--- src/rtl/pipeline_stall_controller.sv ---
// Pipeline hazard/stall controller: load-use interlock, branch flush, memory wait,
// multi-cycle MULT/DIV HI/LO interlock and halt with drain of an in-flight multiply/divide.
module pipeline_stall_controller #(
  parameter int unsigned MULT_CYCLES = 4,
  parameter int unsigned DIV_CYCLES  = 32
) (
  input  logic        clk,
  input  logic        reset,
  input  logic        memory_wait,
  input  logic        load_use_hazard,
  input  logic        branch_taken_decode,
  input  logic        muldiv_start_execute,
  input  logic        muldiv_is_div,
  input  logic        using_HI_LO_decode,
  input  logic        HALT_execute,
  output logic        stall_fetch,
  output logic        stall_decode,
  output logic        stall_execute,
  output logic        clear_fetch_decode,
  output logic        clear_decode_execute,
  output logic        muldiv_busy,
  output logic        halted,
  output logic [31:0] stall_cycle_count
);

  typedef enum logic [1:0] {
    StIdle   = 2'd0,
    StMuldiv = 2'd1,
    StDrain  = 2'd2,
    StHalted = 2'd3
  } state_e;

  localparam logic [5:0] MultLoad = 6'(MULT_CYCLES - 1);
  localparam logic [5:0] DivLoad  = 6'(DIV_CYCLES - 1);

  state_e      state_q, state_d;
  logic [5:0]  cnt_q, cnt_d;
  logic [31:0] count_q;
  logic        halt_req;
  logic        cnt_done;

  // A halt only takes effect once memory has released the pipeline.
  assign halt_req = HALT_execute & ~memory_wait;
  assign cnt_done = (cnt_q == 6'd0);

  always_comb begin
    state_d = state_q;
    cnt_d   = cnt_q;
    unique case (state_q)
      StIdle: begin
        if (halt_req) begin
          state_d = StHalted;
        end else if (muldiv_start_execute && !memory_wait) begin
          state_d = StMuldiv;
          cnt_d   = muldiv_is_div ? DivLoad : MultLoad;
        end
      end
      StMuldiv: begin
        // Counting is independent of memory_wait; new starts are ignored.
        if (cnt_done) begin
          state_d = halt_req ? StHalted : StIdle;
        end else begin
          cnt_d = cnt_q - 6'd1;
          if (halt_req) begin
            state_d = StDrain;
          end
        end
      end
      StDrain: begin
        if (cnt_done) begin
          state_d = StHalted;
        end else begin
          cnt_d = cnt_q - 6'd1;
        end
      end
      StHalted: begin
        state_d = StHalted;
      end
      default: begin
        state_d = StIdle;
        cnt_d   = 6'd0;
      end
    endcase
  end

  always_ff @(posedge clk) begin
    if (!reset) begin
      state_q <= StIdle;
      cnt_q   <= 6'd0;
    end else begin
      state_q <= state_d;
      cnt_q   <= cnt_d;
    end
  end

  always_comb begin
    stall_fetch          = 1'b0;
    stall_decode         = 1'b0;
    stall_execute        = 1'b0;
    clear_fetch_decode   = 1'b0;
    clear_decode_execute = 1'b0;
    muldiv_busy          = (state_q == StMuldiv) || (state_q == StDrain);
    if (!reset) begin
      // Flush both front-end registers while held in reset.
      clear_fetch_decode   = 1'b1;
      clear_decode_execute = 1'b1;
      muldiv_busy          = 1'b0;
    end else if ((state_q == StHalted) || (state_q == StDrain)) begin
      stall_fetch   = 1'b1;
      stall_decode  = 1'b1;
      stall_execute = 1'b1;
    end else if (memory_wait) begin
      stall_fetch   = 1'b1;
      stall_decode  = 1'b1;
      stall_execute = 1'b1;
    end else if ((state_q == StMuldiv) && using_HI_LO_decode) begin
      stall_fetch          = 1'b1;
      stall_decode         = 1'b1;
      clear_decode_execute = 1'b1;
    end else if (load_use_hazard) begin
      stall_fetch          = 1'b1;
      stall_decode         = 1'b1;
      clear_decode_execute = 1'b1;
    end else if (branch_taken_decode) begin
      clear_fetch_decode = 1'b1;
    end
  end

  assign halted = (state_q == StHalted);

  // Saturating stall counter.
  always_ff @(posedge clk) begin
    if (!reset) begin
      count_q <= 32'd0;
    end else if (stall_fetch && (count_q != 32'hFFFF_FFFF)) begin
      count_q <= count_q + 32'd1;
    end
  end

  assign stall_cycle_count = count_q;

endmodule
--- config.mk ---
export PLATFORM = sky130hd
export DESIGN_NAME = pipeline_stall_controller
export DESIGN_NICKNAME = d
export VERILOG_FILES = /design/src/rtl/pipeline_stall_controller.sv
export SDC_FILE = /design/constraint.sdc
export NUM_CORES = 1
export LEC_CHECK = 0
export BUFFER_PORTS_ARGS = -buffer_cell sky130_fd_sc_hd__buf_2
export CAP_MARGIN = 20
export CORE_MARGIN = 5
export CORE_UTILIZATION = 50
export DETAILED_ROUTE_END_ITERATION = 12
export PLACE_DENSITY_LB_ADDON = 0.1
export SLEW_MARGIN = 20
export SYNTH_ARGS = -nofsm -noshare
export SYNTH_HDL_FRONTEND = slang
export SYNTH_SLANG_ARGS = --single-unit
export TNS_END_PERCENT = 5
--- constraint.sdc ---
create_clock -name clk -period 2.8 [get_ports clk]
set_input_delay 0.28 -clock clk [delete_from_list [all_inputs] [get_ports clk]]
set_output_delay 0.28 -clock clk [all_outputs]
set_load 0.02 [all_outputs]
==> run metrics, run 1 <==
status=complete, no violations; initial DRC count=95; Post-Syn Area per Cell=8.63 µm²; Peak VDD IR=0.000363 V; Final Instance Count excl. Fillers=375; Max-slew headroom=61.5%; Synth top area share=33.9%; CTS tree=yes; max-cap check violation count=0; Slew @ Worst Pin=0.575 ns; crit-path cells=inv_1 -> ha_1 -> nor3_2 -> a2111o_1 -> and4bb_2 -> and2b_1 -> mux2i_1; Clock Path Buffers=2; initial antenna violation count=0; Power Density=575 nW/µm²; core area=4660 µm²; DRC=0; share of layout cells above drive strength 1=24.6%; fin. max-slew vios=0; # rows=25; RSZ-0062 raised after global routing=false; Pleak=1.10 nW; worst setup path class=reg2reg; Final Critical Period=2.28 ns; Post-synth EDFFs=0; worst-skew pair later-pin latency=0.28 ns; Critical Path AT=2.45 ns; Sinks on Clock Net=40; Final ANT Viol Nets=0; dpl hpwl=4.03 mm; crit end category=flop; cells after synthesis=274; most frequent cells in the layout=buf_2, dfxtp_1, nand2_1, nor2_1; worst setup margin=0.523 ns; CTS root buffer=clkbuf_8; Compound-Gate Fraction of Synth Area=20.8%; mux contribution to synthesized area=4.24%; commonest non-fill, non-tap cell in the layout=buf_2; post-synthesis cell area=2360 µm²; Pwr Total=0.00155 W; Fin Setup TNS=0 ns; adder and majority gate portion of the synthesized area=3.71%; Post-CTS Hold Fix Bufs=0; Synth Area in XOR/XNOR=3.71%; DR vias/cell=5.77; Synth Area in Simple Gates=28.4%; Crit path required time=2.98 ns; chip height=78.8 µm; global router's overall resource usage=18.4%; Worst path max stage delay=0.42 ns; Setup Skew=0.00458 ns; die area=6200 µm²; fmax=439 MHz; FF-to-FF setup slack=0.52 ns; port buffer count=47; Synth area leaders=dfxtp_1, mux2i_1, ha_1, nand2_1, nor2_1; Crit-path slowest cell=nor3_2; vias in the first global route=2030; Ports=48; synthesis warning total=0; Final setup viols=0; post-synth top area cell=dfxtp_1; Congestion Overflow GR=0; register area share after synthesis=33.9%; Wirelength per Cell=14.5 µm; post-CTS resize count=0; Synthesized Nets=290; post-CTS repair timing setup buffer count=0; die width=78.8 µm; Worst Setup Start Kind=flop; post-layout util=57.7%; Synth Flop Type=dfxtp_1; flop and latch count out of synthesis=40; Final Net Count=337; Min-Delay Path Class=in2reg; first-pass GRT wire length=9.31 mm; vias=2164; Final Wtd Congestion=0.807; peak fanout along the critical path=7; P&R area growth vs syn=13.9%; pre-CTS WS=0.571 ns; CTS buffer count=5; starting density of the core=50.7%; Worst Path Buf+Inv=1; # diodes=0; largest family of logic cells by synthesized area=simple AND/OR/NAND/NOR gates; CTS HTree Levels=2; CP delay by family, top=simple AND/OR/NAND/NOR gates; largest net degree at the start of global routing=26; Final Hold Viols=0; Total Wirelength=5.43 mm; DRT Pass-1 Iters=4; Post-synth ARST share=0%; share of the clock period used by the worst path=81.3%; Synth cell types=63; DP Cell Count=368; clock transition at the registers of the reported paths=0.08 ns
-- through the flow --
stage	hold slack, ns	cell area (µm²)
detailed placement	0.487	2610
finish	0.402	2690
global route	0.407	2690
CTS	0.393	2690
floorplan	0.432	2360
global placement	0.484	2610
-- final cells by class --
class	instances	area [µm²]
inverters	13	48.8
multi-input cells	211	1440
repair buffers	50	258
flip-flops and latches	40	801
clock buffers	6	72.6
well taps	54	67.6
fillers	467	1970
clock inverters	1	5.00
-- power breakdown --
group	switching [W]	total, W	internal, W
Sequential	0.0000447	0.000660	0.000615
Combinational	0.000304	0.000525	0.000222
Clock	0.000193	0.000362	0.000170
Total	0.000541	0.00155	0.00101
-- synthesized netlist by cell type, types with 3 or more instances --
cell type	number
a211oi_1	7
a21oi_1	14
a21oi_2	3
and2_1	4
and4_1	3
buf_6	3
dfxtp_1	40
ha_1	7
inv_1	13
mux2i_1	10
nand2_1	22
nand2b_1	10
nand3_1	13
nand4_1	8
nor2_1	22
nor3_1	6
o21ai_0	14
o31ai_1	4
or3_1	7
xnor2_1	8
-- cells by family after synthesis --
family          count (synthesis)
flops                          40
simple gates                  117
fa+ha+maj                       7
mux                            10
xor+xnor                       10
compound gates                 67
buf+inv                        23
-- registers in the layout (all words and copies together), names as in the netlist --
register,count
state_q,2
cnt_q,6
stall_cycle_count,32
-- per-layer routing --
metal,GRT usage (%),routed length (µm),vias up
met5,0,0,-
met2,29.1,2500,43
li1,-,-,1108
met3,4.08,252,2
met4,5.77,28,0
met1,24.8,2650,1011
-- worst min-delay path: stages --
cell      delay [ns]
buf_2           0.10
nand2b_1        0.14
o311a_1         0.14
-- worst paths after layout --
kind | startpoint | to | cells after the start
worst max register to register | state_q[0]$_SDFFE_PN0P_ | stall_cycle_count[28]$_SDFFE_PN0P_ | 7
worst min register to register | stall_cycle_count[20]$_SDFFE_PN0P_ | stall_cycle_count[20]$_SDFFE_PN0P_ | 2
worst min-delay path | HALT_execute | cnt_q[5]$_SDFFE_PN0P_ | 3
worst max-delay path | state_q[0]$_SDFFE_PN0P_ | stall_cycle_count[28]$_SDFFE_PN0P_ | 7
Power figures use the tool's default switching activity.
==> run 2, diff against run 1 <==
clock period = 2.1 ns   (was 2.8 ns; I/O delays follow)
==> run 2 against run 1 <==
  * Count of clock-buffer cells in the layout unchanged
  * Via count grew 5.7%
  * Cell count up 6.7%
  * Largest power group is now combinational logic
==> run metrics, run 2 (synthesis gave the netlist of run 1 again) <==
status=complete, no violations (unchanged); Clock Path Buffers=2 (unchanged); DRC=0 (unchanged); Critical Path AT=2.18 ns (was 2.45 ns); dpl hpwl=4.18 mm (was 4.03 mm); Sinks on Clock Net=40 (unchanged); die width=78.8 µm (unchanged); RSZ-0062 raised after global routing=false (unchanged); initial antenna violation count=0 (unchanged); Pleak=1.24 nW (was 1.10 nW); die area=6200 µm² (unchanged); commonest non-fill, non-tap cell in the layout=buf_2 (unchanged); # rows=25 (unchanged); switching power of the nets=0.000857 W (was 0.000541 W); largest net degree at the start of global routing=26 (unchanged); pre-CTS WS=-0.0282 ns (was 0.571 ns); worst setup path class=reg2reg (unchanged); Worst Setup EP=stall_cycle_count[14]$_SDFFE_PN0P_ (was stall_cycle_count[28]$_SDFFE_PN0P_); global router's overall resource usage=19.9% (was 18.4%); Wirelength per Cell=14.8 µm (was 14.5 µm); R2R Path Start=state_q[0]$_SDFFE_PN0P_ (unchanged); DRT Pass-1 Iters=4 (unchanged); peak fanout along the critical path=4 (was 7); Final ANT Viol Nets=0 (unchanged); P&R area growth vs syn=26.0% (was 13.9%); Worst path max stage delay=0.50 ns (was 0.42 ns); Final Critical Period=1.99 ns (was 2.28 ns); core area=4660 µm² (unchanged); Final Hold Viols=0 (unchanged); Final Net Count=361 (was 337); Final Wtd Congestion=0.827 (was 0.807); DR vias/cell=5.72 (was 5.77); initial DRC count=84 (was 95); Hold WS=0.319 ns (was 0.402 ns); fmax=503 MHz (was 439 MHz); reg2reg end=stall_cycle_count[14]$_SDFFE_PN0P_ (was stall_cycle_count[28]$_SDFFE_PN0P_); CP delay by family, top=compound AO/OA/AOI/OAI gates (was simple AND/OR/NAND/NOR gates); Crit path required time=2.29 ns (was 2.98 ns); CTS root buffer=clkbuf_8 (unchanged); most frequent cells in the layout=buf_2, dfxtp_1, buf_4 (was buf_2, dfxtp_1, nand2_1, nor2_1); share of layout cells above drive strength 1=33.2% (was 24.6%); Crit-path slowest cell=a2111o_1 (was nor3_2); fillers=433 (was 467); Max-slew headroom=59.9% (was 61.5%); vias in the first global route=2229 (was 2030); share of the clock period used by the worst path=94.7% (was 81.3%); Final setup viols=0 (unchanged); post-layout util=63.9% (was 57.7%); Levels on crit path=7 (unchanged); clock transition at the registers of the reported paths=0.08 ns (about the same); combinational share of power=38.5% (was 34.0%); CTS buffer count=5 (unchanged); starting density of the core=50.7% (unchanged); Final Instance Count excl. Fillers=400 (was 375); Pwr Total=0.00246 W (was 0.00155 W); Congestion Overflow GR=0 (unchanged); Worst Setup SP=state_q[0]$_SDFFE_PN0P_ (unchanged); Power Density=828 nW/µm² (was 575 nW/µm²); Total Wirelength=5.91 mm (was 5.43 mm); sequential power share=35.8% (was 42.6%); Slew @ Worst Pin=0.601 ns (was 0.575 ns); first-pass GRT wire length=10.0 mm (was 9.31 mm); Largest register FFs=32 (unchanged); CTS tree=yes (unchanged); Peak VDD IR=0.000564 V (was 0.000363 V); Worst Path Buf+Inv=1 (unchanged); crit end category=flop (unchanged); vias=2287 (was 2164); max-cap check violation count=0 (unchanged); # diodes=0 (unchanged); DP Cell Count=389 (was 368); FF-to-FF setup slack=0.11 ns (was 0.52 ns); worst setup margin=0.112 ns (was 0.523 ns); crit-path cells=ha_1 -> nor3_2 -> a2111o_1 -> buf_4 -> a211oi_1 -> xnor2_1 -> nor2_1 (was inv_1 -> ha_1 -> nor3_2 -> a2111o_1 -> and4bb_2 -> and2b_1 -> mux2i_1); fin. max-slew vios=0 (unchanged); port buffer count=47 (unchanged); Clk network pwr share=25.7% (was 23.4%); R2R depth=7 (unchanged); Setup Skew=0.00574 ns (was 0.00458 ns); Int Power=0.00161 W (was 0.00101 W); Ports=48 (unchanged); Worst Setup Start Kind=flop (unchanged); CTS HTree Levels=2 (unchanged); Min-Delay Path Class=in2reg (unchanged); chip height=78.8 µm (unchanged); Sw Ratio=34.8% (was 35.0%); worst-skew pair later-pin latency=0.30 ns (was 0.28 ns)
run 2: changes by cell type in the layout (fill, tap and decap cells not counted), moves of 2 or more:
cell,previous run,this run
dfxtp_1,40,37
inv_2,0,2
ha_2,0,2
buf_4,3,26
dfxtp_2,0,3
ha_1,7,4
inv_1,13,11
run 2: what timing repair did:
item                                   in CTS  in global routing
buffers inserted                            1                  1
setup endpoints to repair                   6                 30
hold buffers                                0                  0
endpoints found under the hold margin       0                  0
gates cloned                                1                  0
pin swaps                                   1                  4
gates resized for setup                     2                 17
run 2: area by class of cell:
| type | count | area (µm²) | share of cell area (%) |
|---|---|---|---|
| clock buffer | 6 | 72.6 | 2.44 |
| clock inverter | 2 | 35.0 | 1.18 |
| inverter | 13 | 48.8 | 1.64 |
| multi-input combinational | 212 | 1520 | 51.0 |
| sequential | 40 | 805 | 27.0 |
| tap | 54 | 67.6 | 2.27 |
| timing repair buffer | 73 | 430 | 14.5 |
run 2: metal layers:
layer,up-vias,global-route usage [%],routed length (µm)
met2,44,33.3,2840
met5,-,0,0
li1,1156,-,-
met3,7,3.97,247
met1,1080,25.4,2770
met4,0,6.82,62
run 2: worst min-delay path by stage:
stage	start	end	slack [ns]	depth (start not counted)
CTS	muldiv_is_div	cnt_q[3]$_SDFFE_PN0P_	0.32	4
finish	muldiv_is_div	cnt_q[2]$_SDFFE_PN0P_	0.32	4
floorplan	reset	stall_cycle_count[21]$_SDFFE_PN0P_	0.36	2
global placement	stall_cycle_count[20]$_SDFFE_PN0P_	stall_cycle_count[20]$_SDFFE_PN0P_	0.48	2
detailed placement	cnt_q[4]$_SDFFE_PN0P_	cnt_q[4]$_SDFFE_PN0P_	0.49	2
global route	muldiv_is_div	cnt_q[3]$_SDFFE_PN0P_	0.32	4
run 2: worst register-to-register path: stages, from the launching register on:
cell,delay [ns]
dfxtp_1,0.40
ha_1,0.21
nor3_2,0.08
a2111o_1,0.50
buf_4,0.18
a211oi_1,0.30
xnor2_1,0.16
nor2_1,0.05
run 2: power by group through the flow:
| stage | clock, W | sequential, W | combinational (W) |
|---|---|---|---|
| after floorplan | 0 | 0.000897 | 0.000566 |
| after global placement | 0 | 0.000887 | 0.000785 |
| after detailed placement | 0 | 0.000887 | 0.000796 |
| after CTS | 0.000639 | 0.000871 | 0.000864 |
| after global routing | 0.000675 | 0.000890 | 0.00105 |
| final | 0.000635 | 0.000882 | 0.000949 |
run 2: metrics by stage:
step / cell area [µm²] / setup TNS, ns
5_1_grt: 2980 / 0
4_1_cts: 2910 / 0
6_report: 2980 / 0
2_1_floorplan: 2370 / 0
3_3_place_gp: 2770 / 0
3_5_place_dp: 2770 / -0.0620
